## config.mk

```make
export PLATFORM = sky130hd
export DESIGN_NAME = val_disp
export DESIGN_NICKNAME = d
export VERILOG_FILES = /design/src/rtl/val_disp_pkg.sv /design/src/rtl/val_disp_seg7_dec.sv /design/src/rtl/val_disp.sv
export SDC_FILE = /design/constraint.sdc
export NUM_CORES = 1
export LEC_CHECK = 0
export CORE_ASPECT_RATIO = 0.9
export CORE_MARGIN = 5
export CORE_UTILIZATION = 63
export DETAILED_ROUTE_END_ITERATION = 8
export GPL_ROUTABILITY_DRIVEN = 0
export GPL_TIMING_DRIVEN = 0
export PLACE_DENSITY = 0.95
export REMOVE_ABC_BUFFERS = 1
export SLEW_MARGIN = 25
export SYNTH_ARGS = -nofsm -noshare
export SYNTH_HDL_FRONTEND = slang
export SYNTH_SLANG_ARGS = --single-unit
```

## constraint.sdc

```tcl
create_clock -name clk -period 7.1 [get_ports clk]
set_input_delay 1.42 -clock clk [delete_from_list [all_inputs] [get_ports clk]]
set_output_delay 1.42 -clock clk [all_outputs]
set_load 0.005 [all_outputs]
```

## src/rtl/val_disp_pkg.sv

```systemverilog
// val_disp_pkg: shared definitions for the value display block.
//   - conv_state_e : binary-to-BCD converter FSM states
//   - SEG_*        : 7-segment patterns (seg[0]=a .. seg[6]=g, active-high)
//   - DIG_*        : digit-index encodings for the scan multiplexer
//   - dd_adjust    : double-dabble nibble correction
package val_disp_pkg;

    typedef enum logic [1:0] {
        ST_IDLE  = 2'd0,
        ST_SHIFT = 2'd1,
        ST_DONE  = 2'd2
    } conv_state_e;

    localparam logic [6:0] SEG_0     = 7'h3F;
    localparam logic [6:0] SEG_1     = 7'h06;
    localparam logic [6:0] SEG_2     = 7'h5B;
    localparam logic [6:0] SEG_3     = 7'h4F;
    localparam logic [6:0] SEG_4     = 7'h66;
    localparam logic [6:0] SEG_5     = 7'h6D;
    localparam logic [6:0] SEG_6     = 7'h7D;
    localparam logic [6:0] SEG_7     = 7'h07;
    localparam logic [6:0] SEG_8     = 7'h7F;
    localparam logic [6:0] SEG_9     = 7'h6F;
    localparam logic [6:0] SEG_DASH  = 7'h40;
    localparam logic [6:0] SEG_BLANK = 7'h00;

    localparam logic [1:0] DIG_UNITS = 2'd0;
    localparam logic [1:0] DIG_TENS  = 2'd1;
    localparam logic [1:0] DIG_HUNDS = 2'd2;

    // A nibble >= 5 would overflow past 9 when doubled; adding 3 first
    // makes the shift carry into the next decimal digit instead.
    function automatic logic [3:0] dd_adjust(input logic [3:0] nib);
        return (nib >= 4'd5) ? nib + 4'd3 : nib;
    endfunction

endpackage

```

## src/rtl/val_disp_seg7_dec.sv

```systemverilog
// seg7_dec: combinational BCD nibble to 7-segment decoder.
//   nib : 4-bit digit value
//   seg : segment pattern; values above 9 show a dash
module seg7_dec
    import val_disp_pkg::*;
(
    input  logic [3:0] nib,
    output logic [6:0] seg
);

    always_comb begin
        seg = SEG_DASH;
        case (nib)
            4'd0:    seg = SEG_0;
            4'd1:    seg = SEG_1;
            4'd2:    seg = SEG_2;
            4'd3:    seg = SEG_3;
            4'd4:    seg = SEG_4;
            4'd5:    seg = SEG_5;
            4'd6:    seg = SEG_6;
            4'd7:    seg = SEG_7;
            4'd8:    seg = SEG_8;
            4'd9:    seg = SEG_9;
            default: seg = SEG_DASH;
        endcase
    end

endmodule

```

## src/rtl/val_disp.sv

```systemverilog
// val_disp: shows an unsigned binary value on a 3-digit multiplexed
// 7-segment display. A double-dabble FSM converts each new value to BCD
// one bit per cycle; only the finished result is copied to the display
// digit registers. A prescaler scans the three digits with leading-zero
// blanking.
//   clk  : clock, rising edge
//   rst  : synchronous active-high reset
//   val  : WIDTH-bit value to display
//   seg  : registered segment drive (a..g on bits 0..6)
//   an   : registered one-hot digit select (units, tens, hundreds)
//   busy : conversion in progress
module val_disp
    import val_disp_pkg::*;
#(
    parameter int WIDTH    = 7,
    parameter int SCAN_DIV = 16
) (
    input  logic             clk,
    input  logic             rst,
    input  logic [WIDTH-1:0] val,
    output logic [6:0]       seg,
    output logic [2:0]       an,
    output logic             busy
);

    localparam int             PW        = (SCAN_DIV > 1) ? $clog2(SCAN_DIV) : 1;
    localparam logic [PW-1:0]  PRE_MAX   = PW'(SCAN_DIV - 1);
    localparam logic [3:0]     LAST_ITER = 4'(WIDTH - 1);

    conv_state_e      state_q, state_d;
    logic [WIDTH-1:0] last_q, last_d;
    logic [WIDTH-1:0] opnd_q, opnd_d;
    logic [11:0]      bcd_q, bcd_d;
    logic [3:0]       cnt_q, cnt_d;
    logic [11:0]      disp_q, disp_d;   // {hundreds, tens, units}
    logic [PW-1:0]    pre_q, pre_d;
    logic [1:0]       dig_q, dig_d;
    logic [2:0]       an_q, an_d;
    logic [6:0]       seg_q, seg_d;

    logic             start;
    logic [11:0]      bcd_adj;
    logic [3:0]       sel_nib;
    logic [6:0]       dec_seg;
    logic             blank;

    assign start = (state_q == ST_IDLE) && (val != last_q);

    // State / datapath registers
    always_ff @(posedge clk) begin
        if (rst) begin
            state_q <= ST_IDLE;
            last_q  <= '0;
            opnd_q  <= '0;
            bcd_q   <= '0;
            cnt_q   <= '0;
            disp_q  <= '0;
            pre_q   <= '0;
            dig_q   <= DIG_UNITS;
            an_q    <= 3'b001;
            seg_q   <= SEG_0;
        end else begin
            state_q <= state_d;
            last_q  <= last_d;
            opnd_q  <= opnd_d;
            bcd_q   <= bcd_d;
            cnt_q   <= cnt_d;
            disp_q  <= disp_d;
            pre_q   <= pre_d;
            dig_q   <= dig_d;
            an_q    <= an_d;
            seg_q   <= seg_d;
        end
    end

    // Next-state logic
    always_comb begin
        state_d = state_q;
        case (state_q)
            ST_IDLE:  if (start) state_d = ST_SHIFT;
            ST_SHIFT: if (cnt_q == LAST_ITER) state_d = ST_DONE;
            ST_DONE:  state_d = ST_IDLE;
            default:  state_d = ST_IDLE;
        endcase
    end

    // Converter datapath and outputs
    always_comb begin
        last_d  = last_q;
        opnd_d  = opnd_q;
        bcd_d   = bcd_q;
        cnt_d   = cnt_q;
        disp_d  = disp_q;
        bcd_adj = {dd_adjust(bcd_q[11:8]), dd_adjust(bcd_q[7:4]), dd_adjust(bcd_q[3:0])};
        busy    = (state_q != ST_IDLE);
        case (state_q)
            ST_IDLE: begin
                if (start) begin
                    last_d = val;
                    opnd_d = val;
                    bcd_d  = '0;
                    cnt_d  = '0;
                end
            end
            ST_SHIFT: begin
                {bcd_d, opnd_d} = {bcd_adj, opnd_q} << 1;
                cnt_d           = cnt_q + 4'd1;
            end
            ST_DONE: disp_d = bcd_q;
            default: ;
        endcase
    end

    // Scan prescaler, digit select and output register inputs. The output
    // registers are fed from the next digit index and next display value,
    // so an/seg always match dig_q/disp_q in the same cycle.
    always_comb begin
        pre_d = (pre_q == PRE_MAX) ? '0 : pre_q + PW'(1);
        dig_d = dig_q;
        if (pre_q == PRE_MAX) begin
            dig_d = (dig_q == DIG_HUNDS) ? DIG_UNITS : dig_q + 2'd1;
        end

        case (dig_d)
            DIG_TENS:  sel_nib = disp_d[7:4];
            DIG_HUNDS: sel_nib = disp_d[11:8];
            default:   sel_nib = disp_d[3:0];
        endcase

        blank = 1'b0;
        if (dig_d == DIG_HUNDS && disp_d[11:8] == 4'd0) blank = 1'b1;
        if (dig_d == DIG_TENS && disp_d[11:4] == 8'd0)  blank = 1'b1;

        an_d  = 3'b001 << dig_d;
        seg_d = blank ? SEG_BLANK : dec_seg;
    end

    seg7_dec u_dec (
        .nib (sel_nib),
        .seg (dec_seg)
    );

    assign an  = an_q;
    assign seg = seg_q;

endmodule
```

==> results of run 1 <==
==> worst register-to-register path, delay by kind of cell (launching register included) <==
kind                     cells  cell delay, ns
AO/OA/AOI/OAI                2            1.10
flip-flops                   1            0.38
AND/OR/NAND/NOR              7            0.76
adder cells (fa/ha/maj)      3            0.89
buffers and inverters        1            0.25
==> path summary, 6_finish.rpt <==
path	start	cells after the start	slack (ns)	end
max	val[0]	7	3.50	bcd_q[3]
min	opnd_q[2]	2	0.45	opnd_q[2]
max reg2reg	pre_q[0]	13	3.60	seg[4]
min reg2reg	opnd_q[2]	2	0.45	opnd_q[2]
==> layout make-up <==
type / count / area [um2]
multi-input combinational: 239 / 1550
clock buffer: 12 / 135
fill: 305 / 1170
sequential: 60 / 1200
clock inverter: 3 / 15.0
inverter: 16 / 60.1
timing repair buffer: 21 / 218
tap: 62 / 77.6
==> sequential cells by signal, indices dropped and copies added, names as in the netlist <==
register and count:
bcd_q 12, opnd_q 7, seg 7, last_q 7, disp_q 12, dig_q 2, pre_q 4, state_q 2
cnt_q 4, an 3
==> power breakdown <==
group / total [mW] / switching, mW / internal (mW)
logic: 0.0491 / 0.0300 / 0.0191
clock network: 0.246 / 0.123 / 0.123
registers: 0.352 / 0.00622 / 0.346
total: 0.647 / 0.159 / 0.488
==> synth_stat cells (all sizes together), types with 7 or more instances <==
cell type  number  share of area
a21oi          36          0.063
clkbuf         13          0.017
dfxtp          60           0.42
ha             19          0.083
inv            15          0.020
mux2            9          0.037
mux2i           7          0.024
nand2          38          0.050
nand2b          8          0.017
nand3          13          0.023
nor2           24          0.031
nor2b          12          0.026
nor3           12          0.023
o21ai          10          0.017
xnor2           8          0.024
==> cells by family (layout without fill, tap and decap cells) <==
family	Yosys count	in the layout	synth area share
compound gates	70	70	0.146
xor+xnor	14	14	0.0428
fa+ha+maj	19	19	0.0829
buf+inv	31	52	0.0436
flops	60	60	0.419
mux	16	16	0.0611
simple gates	120	120	0.205
==> layer usage <==
| metal | share of wire | routed length [um] | track usage |
|---|---|---|---|
| met1 | 0.45 | 2600 | 0.271 |
| met4 | 0.022 | 125 | 0.116 |
| met3 | 0.045 | 261 | 0.0581 |
| met5 | 0 | 0 | 0 |
| met2 | 0.48 | 2800 | 0.326 |
==> flow_summary.ini, run 1 <==
[routing]
wl_per_cell_um = 14.0
totalWireLength_um = 5790
drtAntennaViolNets = 0
drtIter0Drc = 260
dr.pass1.iters = 4
drc = 0
via_per_inst = 5.65
dr_total_vias = 2334

[layout]
final_cell_mix = 60 x dfxtp_1, 38 x nand2_1, 36 x a21oi_1
layout_commonest_cell = dfxtp_1
final_nets = 375
final_cell_area_um2 = 3260
utilization = 0.735
drive_above_1_share = 0.0855
area_delta_synth_final_pct = 13.6
diodes = 0
stdcell_count = 413

[worst_setup_path]
crit_family = compound AO/OA/AOI/OAI gates
crit_arrival_ns = 3.85
critPathKind = primary input to flip-flop
cp-end-kind = flip-flop
slowest_delay_ns = 0.63
crit_buf_inv = 1
cp-start-kind = primary input
required_ns = 7.35
path_max_fanout = 11
cp_slowest_cell = nor2_1
crit_chain = clkdlybuf4s50_1 -> xnor2_1 -> nand4_1 -> o41a_1 -> nor2_1 -> o21ai_0 -> a21oi_1

[sta]
rsz0062_at_grt = no
min_period_ns = 3.60
setup_viol = 0
post-route-period-util = 0.507
setup_tns_ns = 0
slew_headroom = 0.418
slew_violations = 0
hold_slack_ns = 0.454
fin_ws_ns = 3.50
clock_skew_ns = 0.00627
fmax_ghz = 0.278
finalHoldViolations = 0
tightest_slew_ns = 0.872

[placed_design]
post-place-ws_ns = 3.30
placed_cells = 398
portBuffers = 19
placed_area_um2 = 3110
dp_hpwl_um = 3950

[clock_network]
htreeDepth = 3
clk_pin_slew_ns = 0.06
postCtsSetupRepairBufs = 0
clock_sinks = 60
clockBufferDepth = 2
cts_root_buf = clkbuf_8
ctsHoldBuffers = 0
cts_tree = built
cts_buffers = 9
cts_resized = 0
worst_skew_pair.late_latency_ns = 0.33

[die]
die_area_um2 = 6000
die_x_um = 81.1
ioPinCount = 20
fp-row-count = 23
core-area_um2 = 4430
fp.dieH_um = 74.0
initial_core_util = 0.647

[global_routing]
gr-total-overflow = 0
grt_pass1_wl_um = 9780
grt_max_degree = 39
grt_pass1_vias = 2209
grt_usage = 0.212
antenna_found_initial = 0

[synth]
syn_area_per_cell_um2 = 8.69
async_reset_ff_frac = 0
synth_edf_count = 0
synth.distinct_cells = 43
synth_flop_cell = dfxtp_1
yosysWarningCount = 0
synth_seq_area_share = 0.419
syn_inst = 330
yosys_register_bits = 60
synth_area_um2 = 2870

[flow_run]
drv_cap = 0

[power]
vdd_drop_max_uv = 168
leakage_nw = 1.28
powerDensity_nw_per_um2 = 199
power.total_mw = 0.647

[min_path]
hold_path.class = flip-flop to flip-flop

[run_status]
status = complete, no violations
Power figures use the tool's default switching activity.
==> inputs of run 2 (changes only) <==
- CORE_UTILIZATION: 63 -> 58
- PLACE_DENSITY: 0.95 -> 0.89
- clock period: 7.1 -> 3.33 ns (I/O delays scaled with it)
==> flow_summary.ini, run 2 (same netlist as run 1, synthesis figures left out) <==
[clock_network]
worst_skew_pair.late_latency_ns = 0.34
cts_tree = built
ctsHoldBuffers = 0
cts_root_buf = clkbuf_8
clock_sinks = 60
clk_pin_slew_ns = 0.06
cts_buffers = 9
clockBufferDepth = 2
htreeDepth = 3

[global_routing]
gr-total-overflow = 0
grt_pass1_vias = 2342
grt_max_degree = 37
antenna_found_initial = 0
grt_usage = 0.204
grt_pass1_wl_um = 10700

[die]
ioPinCount = 20
initial_core_util = 0.593
die_x_um = 84.1
fp.dieH_um = 76.7
core-area_um2 = 4830
fp-row-count = 24
die_area_um2 = 6450

[power]
powerDensity_nw_per_um2 = 448
power.total_mw = 1.50
p_switching_mw = 0.351
power_frac_comb = 0.071
p_seq_frac = 0.500
clkPwrFrac = 0.429
internal_power_mw = 1.15
leakage_nw = 1.32
p_sw_frac = 0.234
vdd_drop_max_uv = 301

[routing]
dr_total_vias = 2442
via_per_inst = 5.80
drc = 0
wl_per_cell_um = 15.2
totalWireLength_um = 6420
drtAntennaViolNets = 0
dr.pass1.iters = 5
drtIter0Drc = 196

[sta]
setup_tns_ns = 0
tightest_slew_ns = 0.883
hold_slack_ns = 0.459
min_period_ns = 3.05
fmax_ghz = 0.327
finalHoldViolations = 0
post-route-period-util = 0.917
slew_violations = 0
clock_skew_ns = 0.00617
setup_viol = 0
fin_ws_ns = 0.276
slew_headroom = 0.412

[run_status]
status = complete, no violations

[worst_setup_path]
critPathKind = flip-flop to flip-flop
cp-start-kind = flip-flop
path_max_fanout = 8
required_ns = 3.55
r2r_cells = 13
crit_arrival_ns = 3.28
cp-end-kind = flip-flop

[layout]
area_delta_synth_final_pct = 16.8
diodes = 0
nFillCells = 352
final_cell_mix = 60 x dfxtp_1, 38 x nand2_1, 36 x a21oi_1
drive_above_1_share = 0.107
reg.largest.list = bcd_q (12), disp_q (12)
final_cell_area_um2 = 3350
layout_commonest_cell = dfxtp_1
final_nets = 379

[min_path]
hold_depth = 2
hold_path.class = flip-flop to flip-flop

[placed_design]
dp_hpwl_um = 4110
placed_area_um2 = 3100
post-place-ws_ns = -0.128
portBuffers = 19

[flow_run]
drv_cap = 0
-- run 2: critical path, cell delays in order (launching register included) --
cell and delay, ns:
dfxtp_1 0.38, ha_1 0.22, nand3_1 0.19, nor2_1 0.14
nand2_1 0.06, and2_1 0.19, ha_2 0.35, nor2b_1 0.18
a222oi_1 0.12, buf_4 0.16, buf_4 0.15, ha_1 0.19
mux2_2 0.28, a311o_1 0.34
-- run 2: repair_timing --
action / in CTS / in global routing
endpoints found under the setup margin: 1 / 6
buffers inserted: 2 / 2
pin swaps: 1 / 1
resized for setup: 0 / 3
-- run 2: final cells by class --
type / instances / area [um2] / area share
Sequential cell: 60 / 1200 / 0.359
Tap cell: 65 / 81.3 / 0.0243
Clock buffer: 16 / 200 / 0.0598
Inverter: 16 / 60.1 / 0.0179
Timing Repair Buffer: 25 / 240 / 0.0717
Multi-Input combinational cell: 239 / 1570 / 0.467
-- run 2: power by group through the flow --
stage	sequential (mW)	combinational, mW	clock, mW
final	0.751	0.106	0.643
after global routing	0.752	0.116	0.697
after global placement	0.765	0.0960	0
after floorplan	0.763	0.0585	0
after CTS	0.751	0.105	0.656
after detailed placement	0.766	0.104	0
-- run 2: metrics by stage --
stage	util	std cells
detailed placement	0.642	401
floorplan	-	315
finish	0.693	421
global route	0.693	421
global placement	0.636	399
CTS	0.687	419
-- run 2: path summary, 6_finish.rpt --
path              slack (ns)   endpoint  startpoint
setup reg to reg        0.28     seg[4]    pre_q[0]
hold reg to reg         0.46  opnd_q[3]   opnd_q[3]
setup / recovery        0.28     seg[4]    pre_q[0]
hold / removal          0.46  opnd_q[3]   opnd_q[3]
-- run 2: layer usage --
| metal | GRT usage | wire length [um] | vias to the layer above |
|---|---|---|---|
| met5 | 0 | 0 | - |
| met4 | 0.114 | 212 | 0 |
| met3 | 0.0547 | 390 | 22 |
| met2 | 0.340 | 3170 | 78 |
| met1 | 0.236 | 2640 | 1161 |
| li1 | - | - | 1181 |
==> inputs of run 3 (changes only) <==
- CORE_MARGIN: 5 -> not set
- MAX_ROUTING_LAYER: not set -> met4
==> flow_summary.ini, run 3 (same netlist as run 1, synthesis figures left out) <==
[sta]
hold_slack_ns = 0.457
slew_headroom = 0.441
fmax_ghz = 0.318
fin_ws_ns = 0.185
slew_violations = 0
tightest_slew_ns = 0.839
finalHoldViolations = 0
min_period_ns = 3.15
clock_skew_ns = 0.00751
setup_viol = 0
post-route-period-util = 0.944

[worst_setup_path]
cp-end-kind = flip-flop
r2r-end = seg[0]
crit_top_cell = ha_1
crit_buf_inv = 1
critPathKind = flip-flop to flip-flop
r2r_start = pre_q[0]
ff2ff_setup_slack_ns = 0.18
path_max_fanout = 8
cp_slowest_cell = ha_1
crit_arrival_ns = 3.41
cp-start-kind = flip-flop
required_ns = 3.60
crit_family = simple AND/OR/NAND/NOR gates
slowest_delay_ns = 0.42
r2r_cells = 13
crit_chain = ha_1 -> nand3_1 -> nor2_1 -> nand2_1 -> and2_1 -> ha_1 -> nand2b_1 -> nor2_1 -> nor3_2 -> inv_1 -> ha_1 -> mux2_2 -> a21oi_1

[die]
fp.dieH_um = 68.7
core-area_um2 = 4600
fp-row-count = 23
die_area_um2 = 5230
ioPinCount = 20
die_x_um = 76.1
initial_core_util = 0.623

[routing]
drtAntennaViolNets = 0
dr.pass1.iters = 7
via_per_inst = 5.75
wl_per_cell_um = 14.3
drc = 0
dr_total_vias = 2403
totalWireLength_um = 5970
drtIter0Drc = 170

[power]
leakage_nw = 1.30
powerDensity_nw_per_um2 = 428
vdd_drop_max_uv = 339
power.total_mw = 1.41

[global_routing]
grt_max_degree = 34
antenna_found_initial = 0
grt_pass1_wl_um = 9690
gr-total-overflow = 0
grt_pass1_vias = 2187
grt_usage = 0.249

[layout]
nFillCells = 338
area_delta_synth_final_pct = 15.3
reg.largest.list = bcd_q (12), disp_q (12)
utilization = 0.718
layout_commonest_cell = dfxtp_1
final_cell_mix = 60 x dfxtp_1, 38 x nand2_1, 36 x a21oi_1
drive_above_1_share = 0.0983
diodes = 0
final_nets = 379

[min_path]
hold_depth = 2
hp-start = opnd_q[1]
hold_path.class = flip-flop to flip-flop
whs_endpoint = opnd_q[1]

[flow_run]
drv_cap = 0

[clock_network]
cts_buffers = 9
clock_sinks = 60
cts_tree = built
clk_pin_slew_ns = 0.06
htreeDepth = 3
ctsHoldBuffers = 0
clockBufferDepth = 2
worst_skew_pair.late_latency_ns = 0.34
cts_root_buf = clkbuf_8

[placed_design]
post-place-ws_ns = -0.161
portBuffers = 19
dp_hpwl_um = 4020

[run_status]
status = complete, no violations
==> run 3: cell types whose count changed in the layout (fill, tap and decap cells not counted), sizes merged <==
cell	delta
clkbuf	-2
clkinv	+2
==> run 3: area by class of cell <==
cell class,instances,area [um2],share of cell area
Multi-Input combinational cell,239,1560,0.471
Clock buffer,14,153,0.0462
Tap cell,62,77.6,0.0235
Timing Repair Buffer,25,248,0.0749
Inverter,16,60.1,0.0182
Clock inverter,2,10.0,0.00303
Sequential cell,60,1200,0.363
==> run 3: what timing repair did <==
action                     in CTS  in global routing
pin swaps                       1                  2
resized for setup               0                  1
setup buffers                   1                  3
setup endpoints to repair       1                  6
==> run 3: stage by stage <==
step | instance area, um2 | setup TNS (ns) | cells
2_1_floorplan | 2800 | 0 | 315
3_3_place_gp | 3070 | -2.58 | 396
3_5_place_dp | 3110 | -0.161 | 398
4_1_cts | 3280 | 0 | 415
5_1_grt | 3310 | -0.131 | 418
6_report | 3310 | 0 | 418
==> run 3: how the worst max path moves through the flow <==
stage | endpoint | cells after the start | start | slack, ns
after detailed placement | seg[4] | 13 | pre_q[0] | -0.16
after global routing | seg[0] | 13 | pre_q[0] | -0.07
after floorplan | seg[4] | 13 | pre_q[0] | 0.36
after global placement | bcd_q[1] | 6 | val[0] | -0.23
final | seg[0] | 13 | pre_q[0] | 0.18
after CTS | seg[0] | 13 | pre_q[0] | 0.01
==> run 3: routing by layer <==
metal	GRT usage	routed length [um]	up-vias
met2	0.420	2890	55
met5	-	0	-
met3	0.0684	252	18
met4	0.120	148	0
li1	-	-	1181
met1	0.281	2680	1149
==> run 3: power by group <==
part | switching (mW) | internal [mW]
Combinational | 0.0639 | 0.0406
Sequential | 0.0136 | 0.737
Clock | 0.270 | 0.289
==> run 3: tightest hold or removal path, stage by stage, from the launching register on <==
cell and delay [ns]:
dfxtp_1 0.31, nand2_1 0.05, a21oi_1 0.05
